==> src/rtl/uart_ctrl_pkg.sv <==
// Shared definitions for the UART transmit arbiter: FSM state encodings
// and the default number of idle clocks inserted between frames.
package uart_ctrl_pkg;

   typedef logic [2:0] state_t;

   localparam state_t ST_IDLE     = 3'd0;
   localparam state_t ST_LOAD     = 3'd1;
   localparam state_t ST_SEND     = 3'd2;
   localparam state_t ST_WAIT_CLR = 3'd3;
   localparam state_t ST_GAP      = 3'd4;

   localparam int unsigned GAP_CLKS_DEFAULT = 16;

endpackage

==> src/rtl/rr_arb2.sv <==
// Two-way round-robin selector. The requester that was not granted last
// wins a tie; a lone requester always wins. Purely combinational.
module rr_arb2 (
   input  logic [1:0] req,
   input  logic       last_grant,
   output logic [1:0] grant
);

   // pick a one-hot winner from the request pair and the last-granted index
   always_comb begin
      grant = 2'b00;
      case (req)
         2'b01:   grant = 2'b01;
         2'b10:   grant = 2'b10;
         2'b11:   grant = last_grant ? 2'b01 : 2'b10;
         default: grant = 2'b00;
      endcase
   end

endmodule

==> src/rtl/uart_tx_arbiter.sv <==
// Shares one external uart_tx between two byte requesters. Ownership is
// granted per frame (round-robin), bytes are handed to the transmitter one
// at a time on its done edge, and an idle gap separates frames.
module uart_tx_arbiter
   import uart_ctrl_pkg::*;
#(
   parameter int unsigned GAP_CLKS = GAP_CLKS_DEFAULT
) (
   input  logic       i_CLK,
   input  logic       i_RST,
   input  logic       i_Req0,
   input  logic       i_Req1,
   input  logic [7:0] i_Byte0,
   input  logic [7:0] i_Byte1,
   input  logic       i_Last0,
   input  logic       i_Last1,
   output logic       o_Ack0,
   output logic       o_Ack1,
   output logic       o_Tx_DV,
   output logic [7:0] o_Tx_Byte,
   input  logic       i_Tx_Done,
   output logic [1:0] o_Grant,
   output logic       o_Busy
);

   // GAP always lasts at least one cycle; a zero gap exits on the next cycle
   localparam logic [7:0] GAP_LAST = (GAP_CLKS == 0) ? 8'd0 : 8'(GAP_CLKS - 1);

   state_t     state_q, state_d;
   logic [1:0] grant_q, grant_d;
   logic       last_grant_q, last_grant_d;
   logic [7:0] tx_byte_q, tx_byte_d;
   logic       tx_dv_q, tx_dv_d;
   logic [1:0] ack_q, ack_d;
   logic       frame_end_q, frame_end_d;
   logic       done_prev_q, done_prev_d;
   logic [7:0] gap_cnt_q, gap_cnt_d;

   logic [1:0] rr_grant;
   logic       owner_req;
   logic       done_rise;
   logic       load_now;

   rr_arb2 u_rr_arb2 (
      .req        ({i_Req1, i_Req0}),
      .last_grant (last_grant_q),
      .grant      (rr_grant)
   );

   assign owner_req = |(grant_q & {i_Req1, i_Req0});
   assign done_rise = i_Tx_Done & ~done_prev_q;

   // next-state logic; a byte is captured, DV and Ack raised as LOAD is entered
   always_comb begin
      state_d      = state_q;
      grant_d      = grant_q;
      last_grant_d = last_grant_q;
      tx_byte_d    = tx_byte_q;
      tx_dv_d      = 1'b0;
      ack_d        = 2'b00;
      frame_end_d  = frame_end_q;
      done_prev_d  = i_Tx_Done;
      gap_cnt_d    = gap_cnt_q;
      load_now     = 1'b0;

      case (state_q)
         ST_IDLE: begin
            if ((|rr_grant) && !i_Tx_Done) begin
               grant_d  = rr_grant;
               state_d  = ST_LOAD;
               load_now = 1'b1;
            end
         end
         ST_LOAD: begin
            state_d = ST_SEND;
         end
         ST_SEND: begin
            if (done_rise) begin
               state_d = ST_WAIT_CLR;
            end
         end
         ST_WAIT_CLR: begin
            if (!i_Tx_Done) begin
               if (frame_end_q) begin
                  state_d   = ST_GAP;
                  gap_cnt_d = 8'd0;
               end else if (owner_req) begin
                  state_d  = ST_LOAD;
                  load_now = 1'b1;
               end
            end
         end
         ST_GAP: begin
            if (gap_cnt_q == GAP_LAST) begin
               state_d      = ST_IDLE;
               grant_d      = 2'b00;
               last_grant_d = grant_q[1];
            end else begin
               gap_cnt_d = gap_cnt_q + 8'd1;
            end
         end
         default: begin
            state_d = ST_IDLE;
            grant_d = 2'b00;
         end
      endcase

      if (load_now) begin
         tx_byte_d   = grant_d[1] ? i_Byte1 : i_Byte0;
         frame_end_d = grant_d[1] ? i_Last1 : i_Last0;
         tx_dv_d     = 1'b1;
         ack_d       = grant_d;
      end
   end

   // state registers with synchronous reset; reset abandons any frame in flight
   always_ff @(posedge i_CLK) begin
      if (i_RST) begin
         state_q      <= ST_IDLE;
         grant_q      <= 2'b00;
         last_grant_q <= 1'b1;
         tx_byte_q    <= 8'h00;
         tx_dv_q      <= 1'b0;
         ack_q        <= 2'b00;
         frame_end_q  <= 1'b0;
         done_prev_q  <= 1'b0;
         gap_cnt_q    <= 8'd0;
      end else begin
         state_q      <= state_d;
         grant_q      <= grant_d;
         last_grant_q <= last_grant_d;
         tx_byte_q    <= tx_byte_d;
         tx_dv_q      <= tx_dv_d;
         ack_q        <= ack_d;
         frame_end_q  <= frame_end_d;
         done_prev_q  <= done_prev_d;
         gap_cnt_q    <= gap_cnt_d;
      end
   end

   assign o_Tx_DV   = tx_dv_q;
   assign o_Tx_Byte = tx_byte_q;
   assign o_Ack0    = ack_q[0];
   assign o_Ack1    = ack_q[1];
   assign o_Grant   = grant_q;
   assign o_Busy    = (state_q != ST_IDLE);

endmodule

==> config.mk <==
export PLATFORM = sky130hd
export DESIGN_NAME = uart_tx_arbiter
export DESIGN_NICKNAME = d
export VERILOG_FILES = /design/src/rtl/uart_ctrl_pkg.sv /design/src/rtl/rr_arb2.sv /design/src/rtl/uart_tx_arbiter.sv
export SDC_FILE = /design/constraint.sdc
export NUM_CORES = 1
export LEC_CHECK = 0
export CORE_MARGIN = 2
export CORE_UTILIZATION = 46
export CTS_BUF_LIST = sky130_fd_sc_hd__clkbuf_16
export DETAILED_ROUTE_END_ITERATION = 10
export MAX_ROUTING_LAYER = met4
export PLACE_DENSITY = 0.79
export SLEW_MARGIN = 20
export SYNTH_ARGS = -nofsm -noshare
export SYNTH_HDL_FRONTEND = slang
export SYNTH_SLANG_ARGS = --single-unit
==> constraint.sdc <==
create_clock -name i_CLK -period 2.3 [get_ports i_CLK]
set_input_delay 0.69 -clock i_CLK [delete_from_list [all_inputs] [get_ports i_CLK]]
set_output_delay 0.69 -clock i_CLK [all_outputs]
set_load 0.01 [all_outputs]
==> implementation parameters <==
Parameter                              Value

Timing
  Share of the clock period used by the worst path    0.9737
  Final worst path period need    2.239 ns
  Slew at the pin with the worst max-slew slack    0.5171 ns
  Final Hold Vio Count    0
  Setup repair after global routing missed its margin    no
  Setup TNS    0 ns
  Peak clock frequency supported by timing    446.5 MHz
  Largest clock skew in the final design    0.001663 ns
  Total of endpoints with negative setup slack in the final report    0
  Max-slew violation total from the final report    0
  Max-slew headroom    0.6534

Detailed routing
  Remaining DRCs    0
  Routed via count    1169
  Total wirelength of the detailed-routed design    2.932 mm
  Number of vias per cell after detailed routing    5.675
  Detailed-routing iteration count for the pre-antenna-repair pass    4
  Iter 0 DRT Violations    41
  Routed Antenna Nets    0
  Routed WL per cell    14.23 µm

Layout
  Post-route insts no fill    206
  Fraction of layout cells with a size suffix above 1    0.1080
  Total number of nets in the final design    201
  Diodes inserted    0
  Core Util, Final    0.7047
  Area of all placed cells without fillers    0.001762 mm²
  Count of filler cells inserted in the layout    194
  Layout overhead on the synthesized area    43.38%

CTS
  Root Buffer Master    sky130_fd_sc_hd__clkbuf_16
  Total clock buffers created by CTS    3
  Clock Sink Count    27
  Clock tree from TritonCTS    done
  Buffers inserted by post-CTS timing repair    0
  Level count of the clock H-tree    1
  Maximum clock path buffer count    2
  Clock latency on the worst-skew pair    0.26 ns
  Clock slew at the register clock pins of the worst setup and hold paths    0.06 ns

Setup path
  Kind of end point of the critical path    primary output
  Worst setup path category    register to primary output
  Critical Path Max Stage Delay    0.50 ns
  Required time of the worst setup path    1.61 ns
  Maximum fanout encountered on the critical timing path    9
  Critical R2R Launch    gap_cnt_q[4]$_SDFFE_PP0P_
  CP arrival    1.55 ns
  Slowest-stage cell, CP    sky130_fd_sc_hd__clkdlybuf4s50_1
  Worst reg2reg path endpoint    frame_end_q$_SDFFE_PP0P_
  Setup slack, reg-to-reg    0.19 ns
  Count of cells along the worst register-to-register path    6
  Worst path cell trace    or3_1 > clkdlybuf4s50_1
  Kind of start point of the critical path    register

Floorplanning
  Die boundary height    55.68 µm
  Die width    55.68 µm
  Num rows    18
  Starting utilization of the core area    0.4915
  Area of the die    0.003100 mm²
  Placeable core region    0.002500 mm²
  Num ports    37

Logic synthesis
  Share of synthesized flip-flops with an asynchronous set or reset    0
  Number of enable flip-flop cells after synthesis    0
  Number of warning messages in the yosys log    0
  Most common cell in the netlist    sky130_fd_sc_hd__dfxtp_1
  Average cell area after synthesis    9.238 µm²
  Number of unique standard cell types used by synthesis    34
  Sequential element share of the synthesized area    0.4399
  Ys flop type    sky130_fd_sc_hd__dfxtp_1
  Most area-hungry cell type in the Yosys netlist    sky130_fd_sc_hd__dfxtp_1
  Number of nets in the synthesized netlist    157
  Yosys reg bits    27
  Largest cells by area after synthesis    sky130_fd_sc_hd__dfxtp_1 (44%), sky130_fd_sc_hd__mux2i_1 (9.0%), sky130_fd_sc_hd__o2bb2ai_1 (5.7%), sky130_fd_sc_hd__nor2_1 (4.9%), sky130_fd_sc_hd__xor2_1 (3.6%)
  Number of instances in the synthesized netlist    133
  Syn Std Cell Area    0.001229 mm²
  Top cell type's share of synthesized area    0.4399
  Leading post-synthesis cells by instance count    sky130_fd_sc_hd__dfxtp_1 (27), sky130_fd_sc_hd__nor2_1 (16), sky130_fd_sc_hd__mux2i_1 (11)

Global route
  Number of global-route vias before repair    1215
  Global-route wire length before repair    4.912 mm
  Antenna violations before repair    0
  Overflow left after global routing    0
  GRT Util Overall    0.2017
  Largest net degree at the start of global routing    16

Placed design
  Weighted congestion at the end of routability-driven global placement    0.8306
  HPWL after detailed placement    2.194 mm
  Port bufs    36
  DP Cell Count    202
  Instance area after placement    0.001660 mm²

Power and ir drop
  Leakage power    0.6934 nW
  Overall power    0.001408 W
  Total power divided by cell area    799.4 mW/mm²
  Largest vdd supply drop    0.0005861 V

Worst hold path
  Min-delay src    o_Tx_Byte[0]$_SDFFE_PP0P_
  Cell depth of the worst hold path    1
  Worst Hold End    o_Tx_Byte[0]$_SDFFE_PP0P_
  Path category of the worst min-delay check    register to register

Run status
  Outcome    complete, no violations

Job
  Max_cap viols    0
==> metrics by stage <==
step	setup slack (ns)	hold WS [ns]
global route	0.01300	0.4875
finish	0.06060	0.4732
floorplan	0.3378	0.4559
CTS	0.01670	0.4722
detailed placement	-0.3096	0.4491
global placement	-0.1876	0.4442
==> where the power goes <==
part           leakage, nW  internal, W  switching, W
combinational        0.432     0.000233      0.000185
clock               0.0409     0.000234      0.000156
sequential           0.220     0.000529     0.0000709
total                0.693     0.000996      0.000412
==> per-layer routing <==
layer / wire length [µm] / vias up / global-route usage
met1: 1222 / 541 / 0.2237
met5: 0 / - / -
met4: 78 / 0 / 0.08362
met3: 229 / 10 / 0.05581
li1: - / 563 / -
met2: 1401 / 55 / 0.3401
==> final cells by class <==
cell class / instances / area [µm²] / area share
multi-input cells: 95 / 650.6 / 0.3693
flip-flops and latches: 27 / 543.0 / 0.3082
repair buffers: 45 / 431.7 / 0.2450
clock buffers: 3 / 75.07 / 0.04261
well taps: 30 / 37.54 / 0.02131
inverters: 5 / 18.77 / 0.01065
clock inverters: 1 / 5.005 / 0.002841
==> worst max path at each step <==
| stage | from | to | cells past startpoint |
|---|---|---|---|
| 6_report | state_q[2]$_SDFFE_PP0P_ | o_Busy | 2 |
| 5_1_grt | state_q[2]$_SDFFE_PP0P_ | o_Busy | 2 |
| 4_1_cts | state_q[1]$_SDFFE_PP0P_ | o_Busy | 2 |
| 3_5_place_dp | i_Req1 | o_Tx_Byte[5]$_SDFFE_PP0P_ | 6 |
| 3_3_place_gp | i_Req1 | o_Tx_Byte[1]$_SDFFE_PP0P_ | 6 |
| 2_1_floorplan | gap_cnt_q[4]$_SDFFE_PP0P_ | o_Tx_Byte[0]$_SDFFE_PP0P_ | 6 |
==> registers in the layout, indices dropped and copies added (netlist names) <==
name / flops
ack_q: 2
done_prev_q: 1
frame_end_q: 1
gap_cnt_q: 8
last_grant_q: 1
o_Grant: 2
o_Tx_Byte: 8
o_Tx_DV: 1
state_q: 3
==> logic make-up after synthesis <==
group / count (synthesis) / share of synthesized area
xor gates and xnor gates: 8 / 0.05703
buffers and inverters: 11 / 0.04277
AOI/OAI and AO/OA: 33 / 0.1976
and+or+nand+nor: 42 / 0.1629
muxes: 11 / 0.08962
adders and majority gates: 1 / 0.01018
DFF: 27 / 0.4399
==> placed cells by master, fill, tap and decap left out, types with 3 or more instances in the layout <==
cell type and instances:
sky130_fd_sc_hd__a21oi_1 5, sky130_fd_sc_hd__buf_4 8, sky130_fd_sc_hd__clkbuf_16 3, sky130_fd_sc_hd__clkdlybuf4s50_1 36
sky130_fd_sc_hd__dfxtp_1 25, sky130_fd_sc_hd__inv_1 5, sky130_fd_sc_hd__mux2i_1 11, sky130_fd_sc_hd__nand2_1 10
sky130_fd_sc_hd__nand3_1 3, sky130_fd_sc_hd__nor2_1 16, sky130_fd_sc_hd__o2111ai_1 3, sky130_fd_sc_hd__o21ai_0 6
sky130_fd_sc_hd__o2bb2ai_1 8, sky130_fd_sc_hd__xnor2_1 3, sky130_fd_sc_hd__xor2_1 5
==> worst max-delay path: cells and delay by family (launching register included) <==
kind	cells	cell delay (ns)
buffers and inverters	1	0.50
flip-flops	1	0.41
AND/OR/NAND/NOR	1	0.38
==> what timing repair did <==
item                       4_1_cts  5_1_grt
gates resized for setup          1        5
hold buffers                     0        0
setup endpoints to repair        8        9
pin swaps                        0        0
hold endpoints to repair         0        0
Note: power is estimated with default switching activity, not from simulation.
